$ cat config.mk
export PLATFORM = sky130hd
export DESIGN_NAME = div_seg_scan
export DESIGN_NICKNAME = d
export VERILOG_FILES = /design/src/rtl/div_seg_scan.sv
export SDC_FILE = /design/constraint.sdc
export NUM_CORES = 1
export LEC_CHECK = 0
export CORE_MARGIN = 2
export CORE_UTILIZATION = 40
export DETAILED_ROUTE_END_ITERATION = 8
export PLACE_DENSITY_LB_ADDON = 0.12
export SYNTH_ARGS = -nofsm -noshare
export SYNTH_HDL_FRONTEND = slang
export SYNTH_SLANG_ARGS = --single-unit
$ cat constraint.sdc
create_clock -name clk -period 2.43 [get_ports clk]
set_input_delay 0.6075 -clock clk [delete_from_list [all_inputs] [get_ports clk]]
set_output_delay 0.6075 -clock clk [all_outputs]
set_load 0.005 [all_outputs]
$ cat src/rtl/div_seg_scan.sv
// div_seg_scan: captures a 4-bit divider result (quotient, remainder,
// divide-by-zero flag) and multiplexes it onto a 4-digit common-anode
// 7-segment display. A prescaler sets how long each digit is lit. A
// one-cycle frame pulse marks the end of every complete 4-digit scan.
module div_seg_scan #(
    parameter int REFRESH_DIV = 4096
) (
    input  logic       clk,
    input  logic       clear,
    input  logic       load,
    input  logic [3:0] q,
    input  logic [3:0] r,
    input  logic [3:0] dsr,
    output logic [6:0] seg,
    output logic [3:0] an,
    output logic       frame
);

    // The prescaler must hold REFRESH_DIV-1. Keep it at least 1 bit wide.
    localparam int PW = (REFRESH_DIV > 2) ? $clog2(REFRESH_DIV) : 1;
    localparam logic [PW-1:0] TC_VAL   = PW'(REFRESH_DIV - 1);
    localparam logic [6:0] SEG_BLANK   = 7'h7F;
    localparam logic [6:0] SEG_DASH    = 7'h3F;
    localparam logic [6:0] SEG_E       = 7'h06;

    logic [PW-1:0] r_presc;
    logic [1:0]    r_idx;
    logic          r_valid;
    logic [3:0]    r_qh;
    logic [3:0]    r_rh;
    logic          r_err;
    logic [6:0]    r_seg;
    logic [3:0]    r_an;
    logic          r_wrap;
    logic          r_frame;

    logic          w_tc;
    logic [6:0]    w_seg_next;
    logic [3:0]    w_an_next;

    // Active-low segment pattern {g,f,e,d,c,b,a} for one hex nibble.
    function automatic logic [6:0] hex7(input logic [3:0] v);
        logic [6:0] s;
        case (v)
            4'h0:    s = 7'h40;
            4'h1:    s = 7'h79;
            4'h2:    s = 7'h24;
            4'h3:    s = 7'h30;
            4'h4:    s = 7'h19;
            4'h5:    s = 7'h12;
            4'h6:    s = 7'h02;
            4'h7:    s = 7'h78;
            4'h8:    s = 7'h00;
            4'h9:    s = 7'h10;
            4'hA:    s = 7'h08;
            4'hB:    s = 7'h03;
            4'hC:    s = 7'h46;
            4'hD:    s = 7'h21;
            4'hE:    s = 7'h06;
            4'hF:    s = 7'h0E;
            default: s = 7'h7F;
        endcase
        return s;
    endfunction

    assign w_tc = (r_presc == TC_VAL);

    // Select the segment pattern for the digit currently being scanned.
    always_comb begin
        w_seg_next = SEG_BLANK;
        w_an_next  = ~(4'b0001 << r_idx);
        if (!r_valid) begin
            w_seg_next = SEG_BLANK;
        end else if (r_err) begin
            case (r_idx)
                2'd0:    w_seg_next = SEG_DASH;
                2'd1:    w_seg_next = SEG_DASH;
                2'd3:    w_seg_next = SEG_E;
                default: w_seg_next = SEG_BLANK;
            endcase
        end else begin
            case (r_idx)
                2'd0:    w_seg_next = hex7(r_rh);
                2'd1:    w_seg_next = hex7(r_qh);
                default: w_seg_next = SEG_BLANK;
            endcase
        end
    end

    // Prescaler and digit index. Only time moves these, never the inputs.
    always_ff @(posedge clk or negedge clear) begin
        if (!clear) begin
            r_presc <= '0;
            r_idx   <= 2'd0;
        end else begin
            if (w_tc) begin
                r_presc <= '0;
                r_idx   <= r_idx + 2'd1;
            end else begin
                r_presc <= r_presc + PW'(1);
                r_idx   <= r_idx;
            end
        end
    end

    // Capture the divider result. The last load strobe wins.
    always_ff @(posedge clk or negedge clear) begin
        if (!clear) begin
            r_valid <= 1'b0;
            r_qh    <= 4'h0;
            r_rh    <= 4'h0;
            r_err   <= 1'b0;
        end else if (load) begin
            r_valid <= 1'b1;
            r_qh    <= q;
            r_rh    <= r;
            r_err   <= (dsr == 4'h0);
        end else begin
            r_valid <= r_valid;
            r_qh    <= r_qh;
            r_rh    <= r_rh;
            r_err   <= r_err;
        end
    end

    // Register the display outputs one cycle behind index and held data.
    always_ff @(posedge clk or negedge clear) begin
        if (!clear) begin
            r_seg <= SEG_BLANK;
            r_an  <= 4'b1111;
        end else begin
            r_seg <= w_seg_next;
            r_an  <= w_an_next;
        end
    end

    // Frame pulse: the cycle after idx wraps 3->0, so it lines up with the
    // first displayed cycle of idx0.
    always_ff @(posedge clk or negedge clear) begin
        if (!clear) begin
            r_wrap  <= 1'b0;
            r_frame <= 1'b0;
        end else begin
            r_wrap  <= w_tc && (r_idx == 2'd3);
            r_frame <= r_wrap;
        end
    end

    assign seg   = r_seg;
    assign an    = r_an;
    assign frame = r_frame;

endmodule

==> results.txt, run 1 <==
The flow ran to the end, and the final reports show no timing, DRC or antenna violations. The path class of the tightest hold or removal check is register to register. The required time at the worst-slack endpoint is 2630 ps. The post-route clock skew is 6.35 ps. The number of antenna violations at the first check in global routing came out at 0. The total half-perimeter wirelength after legalization and detailed placement is 2.89 mm. The endpoint kind of the worst setup timing path is a register. The number of buffers inserted during clock tree synthesis came out at 5. For this run, the total global-route usage over all layers was measured as 0.150. The transition time at the pin with the least slew margin is 565 ps. The post-cts resize count came out at 0. The initial standard-cell utilization of the core is 0.411. The count of cell types in the netlist is 42. The critical path in this run is classified as register to register. The clock latency on the worst-skew pair came out at 290 ps. The first-pass iteration count of the detailed router is 4. Of all flip-flops after synthesis, the portion carrying an async set or reset was 1.00. The most instantiated flip-flop cell in the synthesis netlist is sky130_fd_sc_hd__dfrtp_1. The worst reg-to-reg path cell count is 6.

The via count of the first global-routing pass is 1464. The final critical delay including setup and external delays came out at 1970 ps. The count of final max-slew check failures is 0.

The die extent in x came out at 76.0 um. The clock sink count is 37. For this design the ratio of total power to cell area is 590 nW/um2. The setup violation total in the final timing report came out at 0. The final worst-path setup slack came out at 460 ps. The final hold violation count is 0. The post-layout instance count excluding filler cells is 293. The maximum number of pins on one net before global-route repair is 38. In this run, synthesis inferred 0 flip-flops with an integrated enable. The worst-case IR drop observed on VDD is 0.347 mV. The die extent in y came out at 76.0 um. The floorplan step defined a die boundary enclosing 5780 um2. The max-cap violation count is 0. The signal arrival time at the worst endpoint is 2170 ps. For hold timing, the worst endpoint is frame$_DFF_PN0_. The filler cells instantiated in the layout total 479.

The total congestion overflow after global routing is 0. Across all layers, the routed design uses 1495 vias. During synthesis, Yosys emitted a total of 0 warnings. The residual antenna-violating net count after detailed routing is 0. After detailed placement, the design holds a cell count of 285.

The synthesis-stage register bit count came out at 37. The floorplan has 26 rows. The core area is 5040 um2. The diode insertion count for antenna repair came out at 0. The max-slew headroom at the worst pin is 0.623. The area overhead of the layout relative to synthesis came out at 20.3%.

The area occupied by multi-input gates is 1040 um2. The number of input and output port buffers inserted came out at 26. The congestion estimate from routability-driven global placement came to 0.859.

The largest fanout on the critical path came out at 5. The register area is 940 um2. Of the synthesized area, sequential elements account for 0.453.

The number of nets in the layout is 257. The cell count after synthesis is 197. The post-cts hold buffer count came out at 0.

The root buffer cell is sky130_fd_sc_hd__clkbuf_8. The total negative slack came out at 0 ps. Across all register-to-register paths, the minimum setup slack is 460 ps. The post-synth design cell area is 2070 um2. In this run the most critical hold path is launched from r_wrap$_DFF_PN0_. The post-placement setup slack is 476 ps. Setup repair after global routing left no endpoint under its margin. The net count after synthesis came out at 232.

The static power due to leakage came out at 1.08 nW. The global-route wire length before repair came out at 6.87 mm. Counting along the longest clock path gives a buffer depth of 2. The number of levels the H-tree was split into came out at 2. In the final layout, the share of cells above drive strength 1 is 0.143. The mean instance size in the synthesized netlist is 10.5 um2. TritonCTS built the clock tree. The routed wirelength normalized by instance count is 13.2 um. Once the clock tree was built, the setup fixing pass inserted 0 buffers. The hold-critical path depth came out at 0. The clock-pin transition on the worst setup and hold timing paths came out at 80 ps. The startpoint of the worst-slack reg-to-reg timing path is r_rh[1]$_DFFE_PN0P_. For this run, design rule violations remaining after detail routing come to 0. STA classifies the critical path startpoint as a register.

The worst register-to-register path ends at seg[3]$_DFF_PN1_. Wires add up to 3.87 mm. The achievable clock frequency came out at 508 MHz.

The share of the clock period used by the worst path after layout came out at 0.811. The vias per cell is 5.10. The violation count after the first detailed-routing iteration is 156. The I/O pin total is 27.
## synth_stat cells (3+ instances only)
cell                       instances  area share
sky130_fd_sc_hd__a21oi_1           6       0.014
sky130_fd_sc_hd__xnor2_1           6       0.025
sky130_fd_sc_hd__mux2_2            8       0.043
sky130_fd_sc_hd__xor2_1            5       0.021
sky130_fd_sc_hd__mux2i_1           6       0.029
sky130_fd_sc_hd__and4_1            3       0.013
sky130_fd_sc_hd__nor3_1            4      0.0097
sky130_fd_sc_hd__clkbuf_1          4      0.0072
sky130_fd_sc_hd__nor2b_1           4       0.012
sky130_fd_sc_hd__dfrtp_1          26        0.31
sky130_fd_sc_hd__buf_2             4      0.0097
sky130_fd_sc_hd__nor2_1           11       0.020
sky130_fd_sc_hd__dfstp_2          11        0.14
sky130_fd_sc_hd__ha_1             20        0.12
sky130_fd_sc_hd__inv_1            13       0.024
sky130_fd_sc_hd__nand3_1           7       0.017
sky130_fd_sc_hd__nand2b_1          3      0.0090
sky130_fd_sc_hd__o21ai_0          14       0.034
sky130_fd_sc_hd__nand2_1          14       0.025
## worst max-delay path by stage
stage / startpoint / end / slack, ps
floorplan: r_rh[0]$_DFFE_PN0P_ / seg[3]$_DFF_PN1_ / 640
global placement: r_rh[0]$_DFFE_PN0P_ / seg[3]$_DFF_PN1_ / 570
detailed placement: r_rh[1]$_DFFE_PN0P_ / seg[3]$_DFF_PN1_ / 480
CTS: r_rh[1]$_DFFE_PN0P_ / seg[3]$_DFF_PN1_ / 460
global route: r_rh[0]$_DFFE_PN0P_ / seg[3]$_DFF_PN1_ / 310
finish: r_rh[1]$_DFFE_PN0P_ / seg[3]$_DFF_PN1_ / 460
## worst max-delay path, cell delays in order (launching register included)
cell and delay (ps):
sky130_fd_sc_hd__dfrtp_1 420, sky130_fd_sc_hd__inv_1 130, sky130_fd_sc_hd__ha_1 320, sky130_fd_sc_hd__inv_1 50, sky130_fd_sc_hd__mux4_2 440, sky130_fd_sc_hd__a2111oi_1 420, sky130_fd_sc_hd__o21ai_1 100
## placed cells by master (no fill, tap or decap), types with 6 or more instances in the layout
master and instances:
sky130_fd_sc_hd__a21oi_1 6, sky130_fd_sc_hd__clkdlybuf4s50_1 26, sky130_fd_sc_hd__dfrtp_1 26, sky130_fd_sc_hd__dfstp_2 11, sky130_fd_sc_hd__ha_1 20, sky130_fd_sc_hd__inv_1 13, sky130_fd_sc_hd__mux2_2 8, sky130_fd_sc_hd__mux2i_1 6
sky130_fd_sc_hd__nand2_1 14, sky130_fd_sc_hd__nand3_1 7, sky130_fd_sc_hd__nor2_1 11, sky130_fd_sc_hd__o21ai_0 14, sky130_fd_sc_hd__xnor2_1 6
## metrics by stage
step | util | area, um2 | power [mW] | hold WS [ps]
global placement | 0.473 | 2380 | 0.938 | 337
global route | 0.495 | 2500 | 1.55 | 373
CTS | 0.495 | 2500 | 1.49 | 366
floorplan | - | 2070 | 0.843 | 312
detailed placement | 0.473 | 2380 | 0.945 | 347
finish | 0.495 | 2500 | 1.47 | 363
## kinds of logic after synthesis
family / Yosys count / synth area share
AOI/OAI and AO/OA: 36 / 0.112
xor gates and xnor gates: 11 / 0.0464
adders and majority gates: 20 / 0.121
buffers and inverters: 22 / 0.0458
DFF: 37 / 0.453
muxes: 15 / 0.0832
and+or+nand+nor: 56 / 0.139
## final cells by class
| cell class | count | share of cell area |
|---|---|---|
| sequential | 37 | 0.376 |
| clock buffer | 5 | 0.0276 |
| timing repair buffer | 27 | 0.107 |
| multi-input combinational | 138 | 0.417 |
| inverter | 13 | 0.0195 |
| clock inverter | 3 | 0.0175 |
| tap | 70 | 0.0351 |
## registers in the layout, indices dropped and copies added, names as in the netlist
signal	cells
an	4
frame	1
r_presc	12
r_idx	2
r_valid	1
r_err	1
seg	7
r_rh	4
r_wrap	1
r_qh	4
## metal layers
layer / GRT usage / vias up / share of wire
met4: 0.0509 / 0 / 0.014
met3: 0.0391 / 5 / 0.056
met2: 0.233 / 41 / 0.46
met5: 0 / - / 0
met1: 0.206 / 717 / 0.47
li1: - / 732 / -
## power breakdown
part           switching (mW)  internal, mW  total [mW]
logic                  0.0939         0.134       0.227
registers              0.0429         0.664       0.706
clock network           0.231         0.307       0.539
total                   0.368          1.10        1.47
No activity file was read; power rests on OpenSTA's default activity.
==> inputs of run 2 (changes only) <==
==> constraint.sdc (replaced) <==
create_clock -name clk -period 2.05 [get_ports clk]
set_input_delay 0.5125 -clock clk [delete_from_list [all_inputs] [get_ports clk]]
set_output_delay 0.5125 -clock clk [all_outputs]
set_load 0.005 [all_outputs]
==> results.txt, run 2 (same netlist as run 1, synthesis figures left out) <==
The flow ran to the end, and the final reports show no timing, DRC or antenna violations. Across all setup checks in the final design, the least slack found is 144 ps. The max-cap violation count came out at 0.

The total power density per cell area is 647 nW/um2. In this run the number of H-tree levels came out at 2. The flip-flop count of the largest register after layout came out at 12. The post-layout instance count excluding filler cells is 294.

The longest clock path from root to sink contains 2 buffers. After the last flow step, the layout net total stands at 258. The startpoint identified for the worst hold timing path is r_wrap$_DFF_PN0_. For hold timing, the worst endpoint is frame$_DFF_PN0_. The total negative slack is 0 ps. The worst setup slack for register-to-register paths is 140 ps. The launch point of the critical path is r_rh[1]$_DFFE_PN0P_. The transition time at the pin with the least slew margin came out at 579 ps.

The area overhead of the layout relative to synthesis came out at 19.7%. STA classifies the critical path endpoint as a register. The global-route wire length before repair is 6.42 mm. At the worst endpoint, the required time is 2240 ps. The signal arrival time at the worst endpoint came out at 2090 ps. The post-route clock skew is 12.6 ps.

The endpoint of the worst-slack reg-to-reg timing path is seg[3]$_DFF_PN1_. In the final layout, the share of cells above drive strength 1 is 0.147. The clock-pin transition on the worst setup and hold timing paths came out at 70 ps. The final critical delay including setup and external delays came out at 1910 ps.

The number of placement rows is 26. The diode insertion count for antenna repair came out at 0. The total half-perimeter wirelength after legalization and detailed placement is 2.96 mm. The total congestion overflow after global routing came out at 0. The number of buffers inserted during clock tree synthesis came out at 5. The worst hold path belongs to the class register to register.

The full die area came out at 5780 um2. The residual antenna-violating net count after detailed routing is 0. The share of the clock period used by the worst path after layout came out at 0.930. Routability-driven placement finished with a final weighted congestion of 0.840.

Post-CTS timing repair inserted 0 buffers for setup. Leaving out fill and tap cells, the most frequent cell in the layout is sky130_fd_sc_hd__clkdlybuf4s50_1. In the final routed layout, each cell accounts on average for 12.9 um.

The post-cts hold buffer count came out at 0. The static power due to leakage is 1.06 nW. Counting the fill cells in the layout gives 469. The routed layout has 1484 vias. The I/O pin total is 27. The core area is 5040 um2. The max-slew headroom at the worst pin is 0.614. The maximum resistive drop on vdd is 0.321 mV. The total wire length after detailed routing is 3.80 mm. The clock sink count came out at 37. The DRC violation count after routing came out at 0. The hold-critical path depth is 0.

The startpoint type of the worst setup path is a register. The post-cts resize count is 0. Setup repair after global routing left no endpoint under its margin. The worst setup path is of the register to register kind.

The startpoint identified for the worst register-to-register timing path is r_rh[1]$_DFFE_PN0P_. The share of the core filled with cells in the final layout is 0.492. The die is 76.0 um wide. Leaving out fill and tap cells, the most frequent cells in the layout are 26 x sky130_fd_sc_hd__clkdlybuf4s50_1, 25 x sky130_fd_sc_hd__dfrtp_1, 20 x sky130_fd_sc_hd__ha_1. Measured in cells, the most critical reg-to-reg path has a length of 6.

The achievable clock frequency is 525 MHz. The initial standard-cell utilization of the core is 0.411. The first-pass iteration count of the detailed router is 4. The final worst hold slack is 357 ps.

The clock tree from TritonCTS is yes. In this run the clock root is driven by a sky130_fd_sc_hd__clkbuf_8. The setup violation total in the final timing report is 0. The maximum number of pins on one net before global-route repair came out at 38. The final hold violation count was 0. The violation count after the first detailed-routing iteration is 83. Port buffering added 26 buffers. The number of antenna violations at the first check in global routing came to 0. Once placement completed, the tool counted placed cells totaling 286. The clock latency on the worst-skew pair is 290 ps. The count of final max-slew check failures is 0. r_presc holds more flip-flops than any other register. The all-layer global routing usage is 0.140.

The post-placement setup slack is 123 ps. The largest fanout on the critical path is 5. The via count of the first global-routing pass is 1439.

The die is 76.0 um tall. In the routed layout, each cell is associated on average with a via count of 5.05.
[run 2: report_power, final]
part,total [mW],internal [mW],switching [mW],leakage [nW]
sequential,0.831,0.787,0.0438,0.441
combinational,0.282,0.163,0.118,0.581
clock,0.494,0.243,0.251,0.0424
total,1.61,1.19,0.413,1.06
[run 2: stage by stage]
stage                     total power [mW]  area [um2]
after floorplan                       1.00        2070
after global placement                1.12        2390
after detailed placement              1.13        2390
after CTS                             1.62        2480
after global routing                  1.69        2480
final                                 1.61        2480
[run 2: area by class of cell]
| cell class | count | area [um2] | area share |
|---|---|---|---|
| Multi-Input combinational cell | 138 | 1040 | 0.421 |
| Tap cell | 70 | 87.6 | 0.0353 |
| Clock buffer | 7 | 76.3 | 0.0307 |
| Sequential cell | 37 | 941 | 0.379 |
| Clock inverter | 1 | 8.76 | 0.00353 |
| Inverter | 13 | 48.8 | 0.0197 |
| Timing Repair Buffer | 28 | 275 | 0.111 |
[run 2: worst max-delay path by stage]
stage                       end  slack, ps  cells after the start
2_1_floorplan  seg[3]$_DFF_PN1_        260                      6
3_3_place_gp   seg[3]$_DFF_PN1_        190                      6
3_5_place_dp   seg[3]$_DFF_PN1_        120                      6
4_1_cts        seg[3]$_DFF_PN1_        100                      6
5_1_grt        seg[3]$_DFF_PN1_         30                      6
6_report       seg[3]$_DFF_PN1_        140                      6
[run 2: metal layers]
metal | share of wire | vias to the layer above | GRT usage
li1 | - | 733 | -
met1 | 0.48 | 699 | 0.177
met2 | 0.44 | 41 | 0.217
met3 | 0.050 | 11 | 0.0462
met4 | 0.026 | 0 | 0.0691
met5 | 0 | - | 0
[run 2: worst max-delay path, stage by stage (launching register included)]
cell and delay (ps):
sky130_fd_sc_hd__dfrtp_1 410, sky130_fd_sc_hd__inv_1 120, sky130_fd_sc_hd__ha_1 310, sky130_fd_sc_hd__inv_1 40
sky130_fd_sc_hd__mux4_2 450, sky130_fd_sc_hd__a2111oi_2 360, sky130_fd_sc_hd__o21ai_1 100
